[src/rtl/rr_arb_pkg.sv]
// rr_arb_pkg: shared widths, vector/id types and FSM states for the round-robin arbiter
package rr_arb_pkg;
  localparam int NUM_REQ = 8;
  localparam int ID_W = 3;
  typedef logic [NUM_REQ-1:0] req_vec_t;
  typedef logic [ID_W-1:0] req_id_t;
  typedef enum logic {IDLE, OWN} arb_state_t;
endpackage

[src/rtl/rr_prio_pick.sv]
// rr_prio_pick: rotating-priority pick, searching last-1 downwards with wrap and last considered last
module rr_prio_pick
  import rr_arb_pkg::*;
(
  input  logic [NUM_REQ-1:0] req,
  input  logic [ID_W-1:0]    last,
  output logic [ID_W-1:0]    id,
  output logic               found
);
  logic [2*NUM_REQ-1:0] dbl;
  req_vec_t rot;
  req_id_t pos;
  assign dbl = {req, req} >> last;
  assign rot = dbl[NUM_REQ-1:0];
  // highest set bit of the rotated vector wins; bit 7 maps back to last-1, bit 0 to last
  always_comb begin
    pos = '0;
    for (int i = 0; i < NUM_REQ; i++) if (rot[i]) pos = req_id_t'(i);
  end
  assign id = pos + last;
  assign found = |req;
endmodule

[src/rtl/rr_arbiter8.sv]
// rr_arbiter8: 8-way round-robin arbiter holding grants until release; RR_ARBITER8_TIMEOUT_EN adds bounded-hold preemption
module rr_arbiter8
  import rr_arb_pkg::*;
#(
  parameter int MAX_HOLD = 16
) (
  input  logic               clk,
  input  logic               rst,
  input  logic [NUM_REQ-1:0] req,
  output logic [NUM_REQ-1:0] grant,
  output logic [ID_W-1:0]    grant_id,
  output logic               grant_valid
);
  arb_state_t state, state_nx;
  req_id_t last_id, last_nx, pick_last, win_id, id_nx;
  logic found, rearb, expire;
  if (MAX_HOLD < 1 || MAX_HOLD > 255) begin : g_bad_max_hold
    $error("MAX_HOLD must be within 1..255");
  end
  assign pick_last = (state == OWN) ? grant_id : last_id;
  rr_prio_pick u_pick (.req(req), .last(pick_last), .id(win_id), .found(found));
`ifdef RR_ARBITER8_TIMEOUT_EN
  logic [7:0] hold, hold_nx;
  assign expire = hold == 8'(MAX_HOLD) && |(req & ~grant);
  // hold counter: load 1 on a new grant, count while kept, reload at the limit when nobody else waits
  always_comb hold_nx = rearb ? {7'd0, found} : (hold == 8'(MAX_HOLD) ? 8'd1 : hold + 8'd1);
  // hold counter register
  always_ff @(posedge clk) hold <= rst ? 8'd0 : hold_nx;
`else
  assign expire = 1'b0;
`endif
  // next state: re-arbitrate from idle, on owner release or on hold expiry, with the old owner searched last
  always_comb begin
    rearb = state == IDLE || !req[grant_id] || expire;
    state_nx = rearb ? (found ? OWN : IDLE) : state;
    id_nx = rearb ? (found ? win_id : '0) : grant_id;
    last_nx = (rearb && state == OWN) ? grant_id : last_id;
  end
  // state, last owner and registered grant outputs
  always_ff @(posedge clk) begin
    if (rst) begin
      state <= IDLE;
      last_id <= '0;
      grant <= '0;
      grant_id <= '0;
      grant_valid <= 1'b0;
    end else begin
      state <= state_nx;
      last_id <= last_nx;
      grant <= (state_nx == OWN) ? req_vec_t'(1) << id_nx : '0;
      grant_id <= id_nx;
      grant_valid <= state_nx == OWN;
    end
  end
endmodule
[config.mk]
export PLATFORM = sky130hd
export DESIGN_NAME = rr_arbiter8
export DESIGN_NICKNAME = d
export VERILOG_FILES = /design/src/rtl/rr_arb_pkg.sv /design/src/rtl/rr_prio_pick.sv /design/src/rtl/rr_arbiter8.sv
export SDC_FILE = /design/constraint.sdc
export NUM_CORES = 1
export LEC_CHECK = 0
export ABC_AREA = 0
export CAP_MARGIN = 10
export CORE_ASPECT_RATIO = 0.6
export CORE_MARGIN = 2
export CORE_UTILIZATION = 25
export CTS_CLUSTER_SIZE = 24
export DETAILED_ROUTE_END_ITERATION = 8
export GPL_ROUTABILITY_DRIVEN = 0
export HOLD_SLACK_MARGIN = 0.15
export PLACE_DENSITY = 0.52
export REMOVE_ABC_BUFFERS = 1
export SLEW_MARGIN = 20
export SYNTH_ARGS = -nofsm -noshare
export SYNTH_HDL_FRONTEND = slang
export SYNTH_SLANG_ARGS = --single-unit
[constraint.sdc]
create_clock -name clk -period 5.5 [get_ports clk]
set_input_delay 0.825 -clock clk [delete_from_list [all_inputs] [get_ports clk]]
set_output_delay 0.825 -clock clk [all_outputs]
set_load 0.02 [all_outputs]
After elaboration in Yosys (flattened, before gate mapping)
Cells that the tools add are included.
- register bits after elaboration: 15
- input bits: 10
- output and inout bits: 12
- logic and storage cells: 29
- $add $sub $neg: 1
- magnitude comparators: 1
- shift-type cells: 2
- multiplexer cells: 14
- bitwise logic cells: 2
- reductions and logical operators: 5
- operators with widths (kind ; number):
    3-bit two-way mux ; 7
    16-bit by 3-bit right shift with 8-bit output ; 1
    8-bit OR reduction ; 1
    1-bit by 3-bit left shift with 8-bit output, first input constant ; 1
    3-bit by 4-bit < comparator with 1-bit output, second input constant ; 1
    1-bit two-way mux ; 4
    2-bit two-way mux ; 2
    3-bit adder ; 1
    1-bit binary-select mux with 3-bit select ; 1
    1-bit NOT ; 2
    2-bit OR reduction ; 1
    1-bit logical AND ; 1
    1-bit logical NOT ; 1
    1-bit logical OR ; 1

Logic depth before layout (Yosys ltp)
Gate-level depths: netlist of run 1.
- depth in word-level cells: 13
- mapped depth: 14
- mapped depth without buffers: 12

Modules after synthesis
Synthesis of run 1 repeated with hierarchy kept, for this count alone.
- cells, all modules: 130
- area, all modules: 1221.2 µm²
- modules (own cells, without submodules) (module ; instances ; cells each ; area each (µm²) ; sequential area each (µm²)):
    rr_arbiter8 ; 1 ; 81 ; 758.2 ; 300.3
    rr_prio_pick ; 1 ; 49 ; 462.9 ; 0.0

Worst setup path before layout of run 1
No wires, ideal clock.
- kind: reg2reg
- start point: register grant_id[1]
- end point: register grant[4]
- setup time: 0.070 ns
- arrival: 3.237 ns
- data required time: 5.430 ns
- path slack: 2.193 ns
- stages on the path, launching flop included: 15
- path buffers: 2
- period minus slack after synthesis: 3.307 ns
- cells stage by stage: dfxtp_1 > clkbuf_1 > mux2_2 > buf_2 > mux4_2 > mux2i_1 > nand2_1 > a21oi_1 > o21ai_1 > ha_1 > fa_1 > xnor2_1 > nand3_1 > mux2_2 > a21oi_1
- cells in the longest elaborated chain, start to end: 13
- elaborated cells between the ends (all ways): 20
- those cells by class: add/sub: 1; shift: 2; mux: 13; bitwise: 1; reduce/logical: 3
- ends and longest elaborated chain (element ; line ; text):
    start, declared ; rr_arbiter8.sv:11 ; output logic [ID_W-1:0] grant_id,
    start signal, assigned ; rr_arbiter8.sv:51 ; grant_id <= id_nx;
    3-bit two-way mux ; rr_arbiter8.sv:20 ; assign pick_last = (state == OWN) ? grant_id : last_id;
    16-bit by 3-bit right shift with 8-bit output ; rr_prio_pick.sv:13 ; assign dbl = {req, req} >> last;
    1-bit two-way mux ; rr_prio_pick.sv:18 ; for (int i = 0; i < NUM_REQ; i++) if (rot[i]) pos = req_id_t'(i);
    2-bit two-way mux (2 in a row) ; rr_prio_pick.sv:18 ;
    3-bit two-way mux (4 in a row) ; rr_prio_pick.sv:18 ;
    3-bit adder ; rr_prio_pick.sv:20 ; assign id = pos + last;
    3-bit two-way mux (2 in a row) ; rr_arbiter8.sv:36 ; id_nx = rearb ? (found ? win_id : '0) : grant_id;
    1-bit by 3-bit left shift with 8-bit output ; rr_arbiter8.sv:50 ; grant <= (state_nx == OWN) ? req_vec_t'(1) << id_nx : '0;
    end signal, assigned ; rr_arbiter8.sv:50 ;
    end, declared ; rr_arbiter8.sv:10 ; output logic [NUM_REQ-1:0] grant,
Several ways; a longest one is shown, not always the timed one. The select of a mux whose other input is x is not followed.
A chain may end at the register's enable or synchronous reset.

Worst setup path in the final report of run 1
- start point: input req[6]
- end point: register grant[4]
- cells in the longest elaborated chain, start to end: 12
- elaborated cells between the ends (all ways): 21
- those cells by class: add/sub: 1; shift: 2; mux: 13; bitwise: 1; reduce/logical: 4
- ends and longest elaborated chain (element ; line ; text):
    start, declared ; rr_arbiter8.sv:9 ; input logic [NUM_REQ-1:0] req,
    16-bit by 3-bit right shift with 8-bit output ; rr_prio_pick.sv:13 ;
    1-bit two-way mux ; rr_prio_pick.sv:18 ;
    2-bit two-way mux (2 in a row) ; rr_prio_pick.sv:18 ;
    3-bit two-way mux (4 in a row) ; rr_prio_pick.sv:18 ;
    3-bit adder ; rr_prio_pick.sv:20 ;
    3-bit two-way mux (2 in a row) ; rr_arbiter8.sv:36 ;
    1-bit by 3-bit left shift with 8-bit output ; rr_arbiter8.sv:50 ;
Several ways; a longest one is shown, not always the timed one. The select of a mux whose other input is x is not followed.

==> metrics.md, run 1 <==
| Metric | Value |
|---|---|
| Outcome | `completed` |
| Syn_area_per_cell | `9.79 um^2` |
| Pin slew with the least headroom to its limit | `between 0.9 and 1 ns` |
| # Max-Cap Violations | `0` |
| Routed WL per cell | `13.4 um` |
| TritonCTS sink count | `15` |
| Core Area | `4210 um^2` |
| Die height | `56.0 um` |
| Mapped Area | `between 1000 and 1500 um^2` |
| Fillers | `450` |
| Final HPWL DP | `1990 um` |
| Final nets | `147` |
| Post-detailed-route count of antenna-violating nets | `0` |
| Hold Crit Class | `flop to flop` |
| Crit path from | `req[6]` |
| Synth async-reset ratio | `0` |
| I/O Pins | `22` |
| Yosys reg bits | `15` |
| Period utilization | `0.688` |
| Synth cell types | `36` |
| Detailed Routing Iterations Pass 1 | `6` |
| Total wire length | `roughly 2600 um` |
| Reg clk slew, reported paths | `0.06 ns` |
| Worst Path Arrival | `3.95 ns` |
| Critical R2R Capture | `grant[4]` |
| Leak | `0.514 nW` |
| Htree depth | `1` |
| Site Rows | `18` |
| Total grt overflow | `0` |
| Initial antenna violation count | `0` |
| Hold Buf Count CTS | `0` |
| CTS root buffer | `clkbuf_8` |
| Final setup TNS | `0 ns` |
| CTS tree | `built` |
| ANT cells | `0` |
| Rel. slew slack | `0.356` |
| Clock skew | `0.00124 ns` |
| Startpoint types | `input port` |
| Iteration-0 DRC Markers | `73` |
| YS warnings | `0` |
| # port buffers | `21` |
| Area contributors post-synth | `dfxtp_1 27%, mux4_2 18%, mux2i_1 12%` |
| Via count | `959` |
| Core Util, Final | `0.337` |
| Commonest non-fill, non-tap cell in the layout | `clkdlybuf4s50_1` |
| Layout overhead on the synthesized area | `25.9%` |
| Worst r2r src | `grant_id[0]` |
| Largest net degree at the start of global routing | `16` |
| Main flop type after synthesis | `dfxtp_1` |
| Post-synth top area share | `0.267` |
| Gr usage total | `0.104` |
| Worst Path Max Fanout | `7` |
| Commonest cells after routing, fill and taps aside | `21 x clkdlybuf4s50_1, 15 x dfxtp_1, 14 x mux2i_1, 12 x nand2_1` |
| Vias per std cell | `4.94` |
| Fmax | `around 0.26 GHz` |
| VDD IR-drop max | `roughly 0.15 mV` |
| CTS Buf Count | `3` |
| Post-CTS setup repair buffer count | `0` |
| Remaining DRCs | `0` |
| Wire length of the first global-routing pass | `4240 um` |
| Final Max Tran Viols | `0` |
| Reg2reg setup slack | `between 1.5 and 2 ns` |
| CTS Buffer Depth | `2` |
| Hold Violations, Final | `0` |
| Reg2Reg Depth | `12` |
| Critical path class | `input port to flop` |
| Die area | `slightly above 5000 um^2` |
| Post-synth EDFFs | `0` |
| Post-synthesis sequential area ratio | `0.267` |
| Final setup vio count | `0` |
| Power per cell area | `518 nW/um^2` |
| Clock Latency Late Sink | `roughly 0.24 ns` |
| Die X | `90.6 um` |
| Critical path capture point type | `flop` |
| Worst Path Required | `5.67 ns` |
| Worst Setup EP | `grant[4]` |
| Number of global-route vias before repair | `895` |
| CTS resizes | `0` |
| RSZ-0062 raised after global routing | `false` |
| Initial Util | `0.267` |
| Post-Synthesis Cells | `roughly 120` |
| Period minus WS final | `3.78 ns` |
| Share of cells above drive strength 1 | `0.119` |
| Cell accounting for the most synthesized area | `dfxtp_1` |
## how the worst min path moves through the flow
stage / start / to / slack, ns / depth (start not counted)
after floorplan: last_id[1] / last_id[1] / 0.46 / 2
after global placement: last_id[1] / last_id[1] / 0.47 / 2
after detailed placement: last_id[0] / last_id[0] / 0.50 / 2
after CTS: last_id[0] / last_id[0] / 0.51 / 2
after global routing: last_id[0] / last_id[0] / 0.53 / 2
final: last_id[0] / last_id[0] / 0.50 / 2
## sequential cells by signal, summed over array words and instances, names as in the netlist
signal / cells
grant: 8
grant_id: 3
last_id: 3
state: 1
## cells in the mapped netlist (2+ instances only)
master and number:
a21oi_1 6, nand2b_1 2, nand3_1 2, dfxtp_1 15
a31oi_1 5, inv_1 4, mux2i_1 14, buf_6 2
nor2b_1 2, nor2_1 9, mux2_2 3, clkbuf_1 3
nand2_1 12, nor4_1 2, mux4_2 9, nor3b_1 5
## power breakdown
| group | leakage (nW) | internal (mW) | total [mW] | switching [mW] |
|---|---|---|---|---|
| combinational | 0.368 | 0.221 | 0.472 | 0.251 |
| sequential | 0.123 | 0.146 | 0.177 | 0.0312 |
| clock | 0.0228 | 0.0511 | 0.0853 | 0.0342 |
| total | 0.514 | 0.418 | 0.734 | 0.316 |
## routing by layer
layer  global-route usage  vias up  wire length (um)  part of all wire
met4              0.00879        0                 0                 0
li1                     -      474                 -                 -
met1                0.155      462              1410              0.54
met5                    0        -                 0                 0
met3               0.0393        0               132             0.051
met2                0.147       23              1050              0.41
## final cells by class
class	instances	area, um^2	share of cell area
multi-input cells	90	772	0.545
inverters	4	15.0	0.0106
repair buffers	21	210	0.148
clock buffers	4	45.0	0.0318
flip-flops and latches	15	300	0.212
well taps	60	75.1	0.0530
## critical path: stages
cell and delay, ns:
clkdlybuf4s50_1 0.53, mux4_2 0.54, mux2i_1 0.24, nand2_1 0.10
a21oi_1 0.17, o21ai_1 0.10, ha_1 0.20, fa_1 0.41
xor2_1 0.24, nand3_1 0.10, mux2_2 0.33, a21oi_1 0.15
## metrics by stage
step / cell area [um^2] / hold slack (ns) / cells / worst slack [ns] / power (mW)
after global routing: 1420 / 0.530 / 194 / 1.52 / 0.789
after global placement: 1370 / 0.469 / 190 / 1.68 / 0.639
after detailed placement: 1370 / 0.499 / 190 / 1.53 / 0.642
after CTS: 1420 / 0.513 / 194 / 1.76 / 0.734
after floorplan: 1090 / 0.456 / 109 / 2.15 / 0.505
final: 1420 / 0.505 / 194 / 1.72 / 0.734
## logic make-up (layout without fill, tap and decap cells)
kind of cell / Yosys count / after routing / share of synthesized area
AOI/OAI and AO/OA: 18 / 18 / 0.100
xor gates and xnor gates: 2 / 2 / 0.0156
adders and majority gates: 2 / 2 / 0.0289
buffers and inverters: 10 / 29 / 0.0478
DFF: 15 / 15 / 0.267
muxes: 28 / 28 / 0.358
and+or+nand+nor: 40 / 40 / 0.183
Note: power is estimated with default switching activity, not from simulation.
==> run 2, diff against run 1 <==
PLACE_DENSITY = 0.53   (was 0.52)
clock period = 3.05 ns   (was 5.5 ns; I/O delays follow)
==> run 2 against run 1 <==
Effect of this change:
- critical path type is now flop to flop
- via count rose by 19%
- count of clock-buffer cells in the layout is the same
- largest power group unchanged
- non-clock buffer count up 33
- the run now ends with negative setup slack left
==> metrics.md, run 2 (synthesized netlist as in run 1, its figures left out) <==
| Metric | Value |
|---|---|
| Outcome | `complete, but fails checks` |
| Failing checks | `negative setup slack` |
| Worst Setup EP | `grant_id[1]` |
| Vias per std cell | `a little over 5` |
| DR WL met3 | `around 280 um` |
| Fillers | `404` |
| Number of flip-flops under the largest register name | `8` |
| Commonest cells after routing, fill and taps aside | `29 x buf_4, 16 x clkdlybuf4s50_1, 14 x dfxtp_1, 12 x nand2_1` |
| VDD IR-drop max | `0.446 mV` |
| Die height | `between 50 and 60 um` |
| Initial antenna violation count | `0` |
| Pre-CTS setup slack | `-0.478 ns` |
| Iteration-0 DRC Markers | `55` |
| Remaining DRCs | `0` |
| Hold Crit Class | `flop to flop` |
| Period utilization | `1.04` |
| ANT cells | `0` |
| Die X | `90.6 um` |
| # port buffers | `21` |
| Wire length of the first global-routing pass | `approximately 5800 um` |
| CTS Buf Count | `3` |
| Highest Signal Layer | `met4` |
| Post-detailed-route count of antenna-violating nets | `0` |
| Largest net degree at the start of global routing | `11` |
| # Max-Cap Violations | `0` |
| Fmax | `0.316 GHz` |
| Via count | `1142` |
| Layout overhead on the synthesized area | `62.8%` |
| Reg clk slew, reported paths | `0.06 ns` |
| Total grt overflow | `0` |
| Critical path class | `flop to flop` |
| Gr usage total | `0.145` |
| Site Rows | `18` |
| Final setup TNS | `-0.917 ns` |
| Critical R2R Capture | `grant_id[1]` |
| I/O Pins | `22` |
| Pin slew with the least headroom to its limit | `0.418 ns` |
| Reg2Reg Depth | `13` |
| Rel. slew slack | `0.721` |
| Worst Path Max Fanout | `8` |
| Htree depth | `1` |
| Fin worst setup slack | `-0.119 ns` |
| Most flop-heavy register | `grant` |
| Routed met2 length | `1590 um` |
| Clock skew | `between 0.0007 and 0.0008 ns` |
| Share of cells above drive strength 1 | `0.455` |
| Final setup vio count | `10` |
| Hold Buf Count CTS | `0` |
| CTS tree | `built` |
| Power per cell area | `992 nW/um^2` |
| Crit path from | `state` |
| TritonCTS sink count | `15` |
| RSZ-0062 raised after global routing | `true` |
| Initial Util | `0.267` |
| Startpoint types | `flop` |
| CTS root buffer | `clkbuf_8` |
| Number of global-route vias before repair | `between 1000 and 1500` |
| Clock Latency Late Sink | `0.25 ns` |
| Largest registers | `grant (8), grant_id (3), last_id (3)` |
| Hold Violations, Final | `0` |
| Worst hold path startpoint | `last_id[0]` |
| Final nets | `180` |
| Worst Path Arrival | `about 3.3 ns` |
| Reg area | `304 um^2` |
| Period minus WS final | `3.17 ns` |
| Die area | `5070 um^2` |
| Final Max Tran Viols | `0` |
| Worst Path Required | `3.18 ns` |
| Detailed Routing Iterations Pass 1 | `4` |
| Final HPWL DP | `2540 um` |
| Core Area | `4210 um^2` |
| Worst r2r src | `state` |
| Routed WL per cell | `15.6 um` |
| Reg2reg setup slack | `-0.12 ns` |
| Total wire length | `3540 um` |
| Critical path capture point type | `flop` |
| Commonest non-fill, non-tap cell in the layout | `buf_4` |
| Met1 Wirelength | `1640 um` |
| CTS Buffer Depth | `2` |
| Area occupied by multi-input gates | `918 um^2` |
| Leak | `0.692 nW` |
run 2: cell count changes in the layout (fill, tap and decap cells not counted), moves of 3 or more:
| cell | previous run | this run |
|---|---|---|
| clkdlybuf4s50_1 | 21 | 16 |
| buf_6 | 0 | 3 |
| dlygate4sd2_1 | 0 | 5 |
| a21oi_2 | 0 | 5 |
| mux2i_2 | 0 | 6 |
| nor3b_2 | 0 | 4 |
| a21oi_1 | 6 | 1 |
| buf_4 | 0 | 29 |
| mux2i_1 | 14 | 7 |
| nor3b_1 | 5 | 1 |
run 2: how the worst min path moves through the flow:
| stage | cells past startpoint | end | slack (ns) |
|---|---|---|---|
| after floorplan | 2 | last_id[1] | 0.46 |
| after global placement | 2 | last_id[1] | 0.48 |
| after detailed placement | 2 | last_id[0] | 0.49 |
| after CTS | 2 | last_id[0] | 0.51 |
| after global routing | 2 | last_id[0] | 0.54 |
| final | 2 | last_id[0] | 0.51 |
run 2: timing repair:
item	CTS	global route
setup buffers	5	2
gates resized for setup	37	5
setup endpoints to repair	10	10
cloned	0	0
pin swaps	16	8
run 2: routing by layer:
layer  global-route usage  up-vias
met1                0.200      565
met3               0.0488        4
li1                     -      536
met2                0.224       37
met5                    0        -
met4               0.0264        0
run 2: area by class of cell:
cell class                      instances  share of cell area
Clock buffer                            4              0.0246
Sequential cell                        15               0.166
Inverter                                4             0.00819
Timing Repair Buffer                   54               0.259
Tap cell                               60              0.0410
Multi-Input combinational cell         90               0.501
run 2: critical path, stage by stage (launching register included):
cell and delay (ns):
dfxtp_4 0.36, mux2_4 0.37, buf_4 0.16, mux4_2 0.45, mux2i_2 0.20, buf_4 0.14
nand2_1 0.05, o21ai_2 0.15, ha_2 0.19, fa_2 0.46, and2_4 0.18, buf_4 0.13
mux2i_1 0.13, nor2_1 0.06
run 2: power breakdown:
part | internal [mW] | switching [mW] | total (mW) | leakage, nW
Clock | 0.0925 | 0.0671 | 0.160 | 0.0228
Combinational | 0.694 | 0.674 | 1.37 | 0.546
Sequential | 0.262 | 0.0291 | 0.292 | 0.123
Total | 1.05 | 0.770 | 1.82 | 0.692
run 2: through the flow:
| step | instances | power, mW | utilization | hold slack, ns | instance area [um^2] |
|---|---|---|---|---|---|
| 2_1_floorplan | 109 | 0.911 | - | 0.456 | 1090 |
| 3_3_place_gp | 216 | 1.32 | 0.375 | 0.482 | 1580 |
| 3_5_place_dp | 216 | 1.33 | 0.375 | 0.490 | 1580 |
| 4_1_cts | 225 | 1.75 | 0.426 | 0.505 | 1800 |
| 5_1_grt | 227 | 1.93 | 0.435 | 0.542 | 1830 |
| 6_report | 227 | 1.82 | 0.435 | 0.508 | 1830 |
